`src/rtl/enc8to3_seq_if.sv`:
```
// Handshake bundle for enc8to3_seq: the request side drives load/req/ready,
// the encoder returns the index stream and its status flags.
interface enc8to3_seq_if;
  logic       load;
  logic [7:0] req;
  logic       ready;
  logic [2:0] y;
  logic       valid;
  logic       busy;
  logic       done;
  logic [7:0] pending;

  modport master (
    output load, req, ready,
    input  y, valid, busy, done, pending
  );

  modport slave (
    input  load, req, ready,
    output y, valid, busy, done, pending
  );
endinterface

```
`src/rtl/enc8to3_seq.sv`:
```
// Sequential 8-to-3 request encoder. Captures an 8-bit request mask in IDLE
// and offers one 3-bit index per accepted handshake, clearing each served bit.
// Default selection is fixed priority, highest index first.
// Optional macro ENC8TO3_ROUND_ROBIN_EN: selection searches downward from
// (ptr - 1) mod 8, where ptr tracks the last accepted index across batches.
module enc8to3_seq (
  input  logic         clk,
  input  logic         rst_n,
  enc8to3_seq_if.slave bus
);

  typedef enum logic [0:0] {StIdle, StServe} state_e;

  state_e     state_q;
  logic [2:0] y_q;
  logic       valid_q;
  logic       done_q;
  logic [7:0] pending_q;

  logic [7:0] remaining;
  logic [2:0] idle_start;
  logic [2:0] serve_start;

`ifdef ENC8TO3_ROUND_ROBIN_EN
  logic [2:0] ptr_q;
`endif

  // Downward search starting at 'start', wrapping 7 after 0. The i=0 pass
  // runs last so the index closest to 'start' wins.
  function automatic logic [2:0] pick(input logic [7:0] mask, input logic [2:0] start);
    logic [2:0] idx;
    pick = start;
    for (int i = 7; i >= 0; i--) begin
      idx = start - 3'(i);
      if (mask[idx]) pick = idx;
    end
  endfunction

  // Mask left after the current index is accepted, and the search origins.
  always_comb begin
    remaining = pending_q & ~(8'd1 << y_q);
`ifdef ENC8TO3_ROUND_ROBIN_EN
    idle_start  = ptr_q - 3'd1;
    // ptr takes y_q on this accept, so the next search starts just below it
    serve_start = y_q - 3'd1;
`else
    idle_start  = 3'd7;
    serve_start = 3'd7;
`endif
  end

  // Control FSM with all outputs registered.
  always_ff @(posedge clk or negedge rst_n) begin
    if (!rst_n) begin
      state_q   <= StIdle;
      y_q       <= 3'd0;
      valid_q   <= 1'b0;
      done_q    <= 1'b0;
      pending_q <= 8'h00;
`ifdef ENC8TO3_ROUND_ROBIN_EN
      ptr_q     <= 3'd0;
`endif
    end else begin
      done_q <= 1'b0;
      unique case (state_q)
        StIdle: begin
          if (bus.load && (bus.req != 8'h00)) begin
            pending_q <= bus.req;
            y_q       <= pick(bus.req, idle_start);
            valid_q   <= 1'b1;
            state_q   <= StServe;
          end
        end
        StServe: begin
          // load is deliberately ignored here; the batch runs to completion
          if (bus.ready) begin
            pending_q <= remaining;
`ifdef ENC8TO3_ROUND_ROBIN_EN
            ptr_q     <= y_q;
`endif
            if (remaining != 8'h00) begin
              y_q <= pick(remaining, serve_start);
            end else begin
              valid_q <= 1'b0;
              done_q  <= 1'b1;
              state_q <= StIdle;
            end
          end
        end
        default: state_q <= StIdle;
      endcase
    end
  end

  assign bus.y       = y_q;
  assign bus.valid   = valid_q;
  assign bus.busy    = (state_q == StServe);
  assign bus.done    = done_q;
  assign bus.pending = pending_q;

endmodule
```
`src/flat_wrapper.sv`:
```
// flat-port wrapper written by rule: the top's interface ports become plain ports
module enc8to3_seq_flat 
  (clk, rst_n, bus_load, bus_req, bus_ready, bus_y, bus_valid, bus_busy, bus_done, bus_pending);
  enc8to3_seq_if bus_i ();
  input  logic clk;
  input  logic rst_n;
  input wire logic [$bits(bus_i.load)-1:0] bus_load;
  input wire logic [$bits(bus_i.req)-1:0] bus_req;
  input wire logic [$bits(bus_i.ready)-1:0] bus_ready;
  output wire logic [$bits(bus_i.y)-1:0] bus_y;
  output wire logic [$bits(bus_i.valid)-1:0] bus_valid;
  output wire logic [$bits(bus_i.busy)-1:0] bus_busy;
  output wire logic [$bits(bus_i.done)-1:0] bus_done;
  output wire logic [$bits(bus_i.pending)-1:0] bus_pending;
  assign bus_i.load = bus_load;
  assign bus_i.req = bus_req;
  assign bus_i.ready = bus_ready;
  assign bus_y = bus_i.y;
  assign bus_valid = bus_i.valid;
  assign bus_busy = bus_i.busy;
  assign bus_done = bus_i.done;
  assign bus_pending = bus_i.pending;
  enc8to3_seq u_core (.clk(clk), .rst_n(rst_n), .bus(bus_i));
endmodule
```
`config.mk`:
```
export PLATFORM = sky130hd
export DESIGN_NAME = enc8to3_seq_flat
export DESIGN_NICKNAME = d
export VERILOG_FILES = /design/src/rtl/enc8to3_seq_if.sv /design/src/rtl/enc8to3_seq.sv /design/src/flat_wrapper.sv
export SDC_FILE = /design/constraint.sdc
export NUM_CORES = 1
export LEC_CHECK = 0
export BUFFER_PORTS_ARGS = -buffer_cell sky130_fd_sc_hd__buf_2
export CORE_UTILIZATION = 42
export DETAILED_ROUTE_END_ITERATION = 7
export HOLD_SLACK_MARGIN = 0.12
export PLACE_DENSITY = 0.66
export SKIP_CTS_REPAIR_TIMING = 1
export SLEW_MARGIN = 40
export SYNTH_ARGS = -nofsm -noshare
export SYNTH_HDL_FRONTEND = slang
export SYNTH_SLANG_ARGS = --single-unit
export TNS_END_PERCENT = 1
```
`constraint.sdc`:
```
create_clock -name clk -period 4 [get_ports clk]
set_input_delay 0.6 -clock clk [delete_from_list [all_inputs] [get_ports clk]]
set_output_delay 0.6 -clock clk [all_outputs]
set_load 0.05 [all_outputs]
```
==> metrics.md <==
| Metric | Value |
|---|---|
| Status | `completed` |
| Relative slew slack | `0.621` |
| Count of distinct cell types in the synthesized netlist | `36` |
| Setup-failing EPs final | `0` |
| Count of antenna diodes in the layout | `0` |
| Post-layout nets | `roughly 160` |
| Layout area overhead | `14.1%` |
| Floorplan row count | `17` |
| Final critical delay including setup and external delays | `2.04 ns` |
| Main combinational cell family by area after synthesis | `compound AO/OA/AOI/OAI gates` |
| YS warnings | `0` |
| Average detailed-routed wire length per instance | `14.7 microns` |
| Leakage component of the power | `0.550 nW` |
| Antenna violations before repair | `0` |
| Kind of path behind the tightest hold check | `input port to async pin` |
| Setup Total Neg Slack | `0 ns` |
| Clock root cell | `sky130_fd_sc_hd__clkbuf_4` |
| Synth top area share | `0.345` |
| Register area share after synthesis | `0.345` |
| Wire length of the first global-routing pass | `3810 microns` |
| Longest Clk Path Bufs | `2` |
| Mapped Nets | `134` |
| Vias per Instance | `5.84` |
| Startpoint type of the worst setup path | `register` |
| 1st-iter DRT viols | `50` |
| Number of global-route vias before repair | `835` |
| Residual DRC count | `0` |
| Clk sinks | `14` |
| Weighted congestion reported at the end of routability-driven placement | `0.889` |
| Fillers | `233` |
| Number of maximum-capacitance constraint violations | `0` |
| Max Fclk | `between 0.4 and 0.5 GHz` |
| Top fanout value on the critical path | `15` |
| CTS tree | `done` |
| GRT overflow | `0` |
| Fraction of the mapped netlist area in adder cells | `0` |
| Final non-filler cell area | `1160 sq um` |
| Maximum vdd drop | `just over 0.5 mV` |
| Critical Path End Type | `register` |
| Via total after detailed routing | `992` |
| Predominant post-synthesis flop cell | `sky130_fd_sc_hd__dfrtp_1` |
| Antenna-violating nets left | `0` |
| Final Hold Vio Count | `0` |
| Placed Area | `1130 sq um` |
| Power per Cell Area | `935 nW/um^2` |
| Post-Syn Instances | `122` |
| Cell types with the largest area share after synthesis | `sky130_fd_sc_hd__dfrtp_1, sky130_fd_sc_hd__nand2_1, sky130_fd_sc_hd__a22o_1` |
| Number of top-level pins | `26` |
| Pin count of the biggest net entering global routing | `22` |
| Number of standard cells in the final layout excluding fillers | `170` |
| Required time worst endpoint | `4.17 ns` |
| Total half-perimeter wirelength after legalization and detailed placement | `1850 microns` |
| Clock insertion delay at the later pin of the skew report | `0.27 ns` |
| Total standard cell area after synthesis | `1010 sq um` |
| Inserted Clock Buffers | `3` |
| Number of placed instances, taps included | `167` |
| Top cell type by total area after synthesis | `sky130_fd_sc_hd__dfrtp_1` |
| Mean instance size in the synthesized netlist | `8.32 sq um` |
| Die W | `51.2 microns` |
| Placeable core region | `2250 sq um` |
| Number of I/O port buffers | `25` |
| Effective utilization at floorplan | `0.450` |
| Clk_skew | `around 0.00057 ns` |
| Unrepaired setup endpoints after global routing | `no` |
| Path type of the worst setup path | `register to register` |
| Share of the cycle needed by the critical path after routing | `0.510` |
| Clock transition at the registers of the reported paths | `~0.080 ns` |
| Arrival time at the worst endpoint | `2.21 ns` |
| Die height | `51.2 microns` |
| Most frequent cells after synthesis | `sky130_fd_sc_hd__nand2_1, sky130_fd_sc_hd__dfrtp_1, sky130_fd_sc_hd__nor2_1` |
| Multiplexer share of the synthesized area | `0.0789` |
| First-pass iteration count of the detailed router | `5` |
| Layout cell share with drive strength beyond 1 | `0.268` |
| Synth Area in Simple Gates | `0.256` |
| Number of levels in the clock H-tree | `1` |
| Synthesized-area fraction occupied by xor and xnor cells | `0` |
| Final WL | `approximately 2500 microns` |
| Top-count cell post-synth | `sky130_fd_sc_hd__nand2_1` |
| Async set-or-reset flop fraction in the synthesized netlist | `1.00` |
| Compound-Gate Fraction of Synth Area | `0.258` |
| Number of synthesized register bits | `14` |
| GRT Util Overall | `0.204` |
| Number of flops mapped to enable cells by yosys | `0` |
| Worst Tran Pin Value | `0.569 ns` |
| Die area | `2620 sq um` |
| Final-report max-slew violation count | `0` |
## worst max-delay path: stages (launching register included)
cell and delay, ns:
sky130_fd_sc_hd__dfrtp_1 0.67, sky130_fd_sc_hd__mux2_4 0.36, sky130_fd_sc_hd__o31ai_2 0.24, sky130_fd_sc_hd__and3_2 0.27
sky130_fd_sc_hd__o21bai_4 0.10, sky130_fd_sc_hd__mux2_4 0.30
## power breakdown
group	total, mW	internal, mW	leakage [nW]	switching [mW]
combinational	0.673	0.255	0.371	0.418
sequential	0.332	0.199	0.165	0.133
clock	0.0783	0.0349	0.0138	0.0434
total	1.08	0.489	0.550	0.594
## final timing paths
kind | slack (ns) | depth (start not counted) | from | endpoint
min | 0.21 | 1 | rst_n | u_core.bus.y[0]
min reg2reg | 0.50 | 2 | u_core.bus.valid | u_core.bus.valid
max reg2reg | 1.96 | 5 | u_core.bus.y[0] | u_core.bus.y[1]
max | 1.96 | 5 | u_core.bus.y[0] | u_core.bus.y[1]
max in group asynchronous | 3.55 | 1 | rst_n | u_core.bus.busy
min in group clk | 0.50 | 2 | u_core.bus.valid | u_core.bus.valid
## metal layers
layer  up-vias  global-route usage  share of wire
met5         -                   0              0
met4         0              0.0787          0.019
met3         6              0.0595          0.058
met2        31               0.340           0.49
met1       471               0.245           0.43
li1        484                   -              -
## per-stage QoR
| stage | power, mW | setup WS (ns) | hold slack, ns | utilization |
|---|---|---|---|---|
| 2_1_floorplan | 0.868 | 1.88 | 0.304 | - |
| 3_5_place_dp | 1.00 | 1.82 | 0.495 | 0.503 |
| 3_3_place_gp | 0.989 | 1.86 | 0.475 | 0.503 |
| 6_report | 1.08 | 1.96 | 0.211 | 0.513 |
| 5_1_grt | 1.15 | 1.91 | 0.227 | 0.513 |
| 4_1_cts | 1.08 | 1.97 | 0.211 | 0.513 |
## registers in the layout, summed over array words and instances, names as in the netlist
name,count
u_core.bus.valid,1
u_core.bus.pending,8
u_core.bus.busy,1
u_core.bus.y,3
u_core.bus.done,1
## cell type report
cell class,count,area [sq um],share of cell area
Inverter,4,15.0,0.0130
Tap cell,28,35.0,0.0303
Clock buffer,3,22.5,0.0195
Timing Repair Buffer,26,133,0.115
Sequential cell,14,350,0.303
Multi-Input combinational cell,95,602,0.520
## logic make-up (layout without fill, tap and decap cells)
| logic type | count (synthesis) | after routing |
|---|---|---|
| compound gates | 36 | 36 |
| flops | 14 | 14 |
| simple gates | 53 | 53 |
| mux | 6 | 6 |
| buf+inv | 13 | 33 |
## cell usage in the layout (no fill, tap or decap), types with 2 or more instances in the layout
cell,count
sky130_fd_sc_hd__nand2_1,20
sky130_fd_sc_hd__nor2_1,11
sky130_fd_sc_hd__mux2i_1,2
sky130_fd_sc_hd__buf_2,25
sky130_fd_sc_hd__nor3_1,5
sky130_fd_sc_hd__inv_1,4
sky130_fd_sc_hd__nor3b_1,2
sky130_fd_sc_hd__o21a_1,2
sky130_fd_sc_hd__a31oi_1,3
sky130_fd_sc_hd__mux2_4,4
sky130_fd_sc_hd__a22o_1,7
sky130_fd_sc_hd__a21oi_1,5
sky130_fd_sc_hd__nor2b_1,4
sky130_fd_sc_hd__nand2b_1,3
sky130_fd_sc_hd__dfrtp_1,14
sky130_fd_sc_hd__o21ai_0,9
sky130_fd_sc_hd__clkbuf_4,3
(Power assumes the default switching activity.)
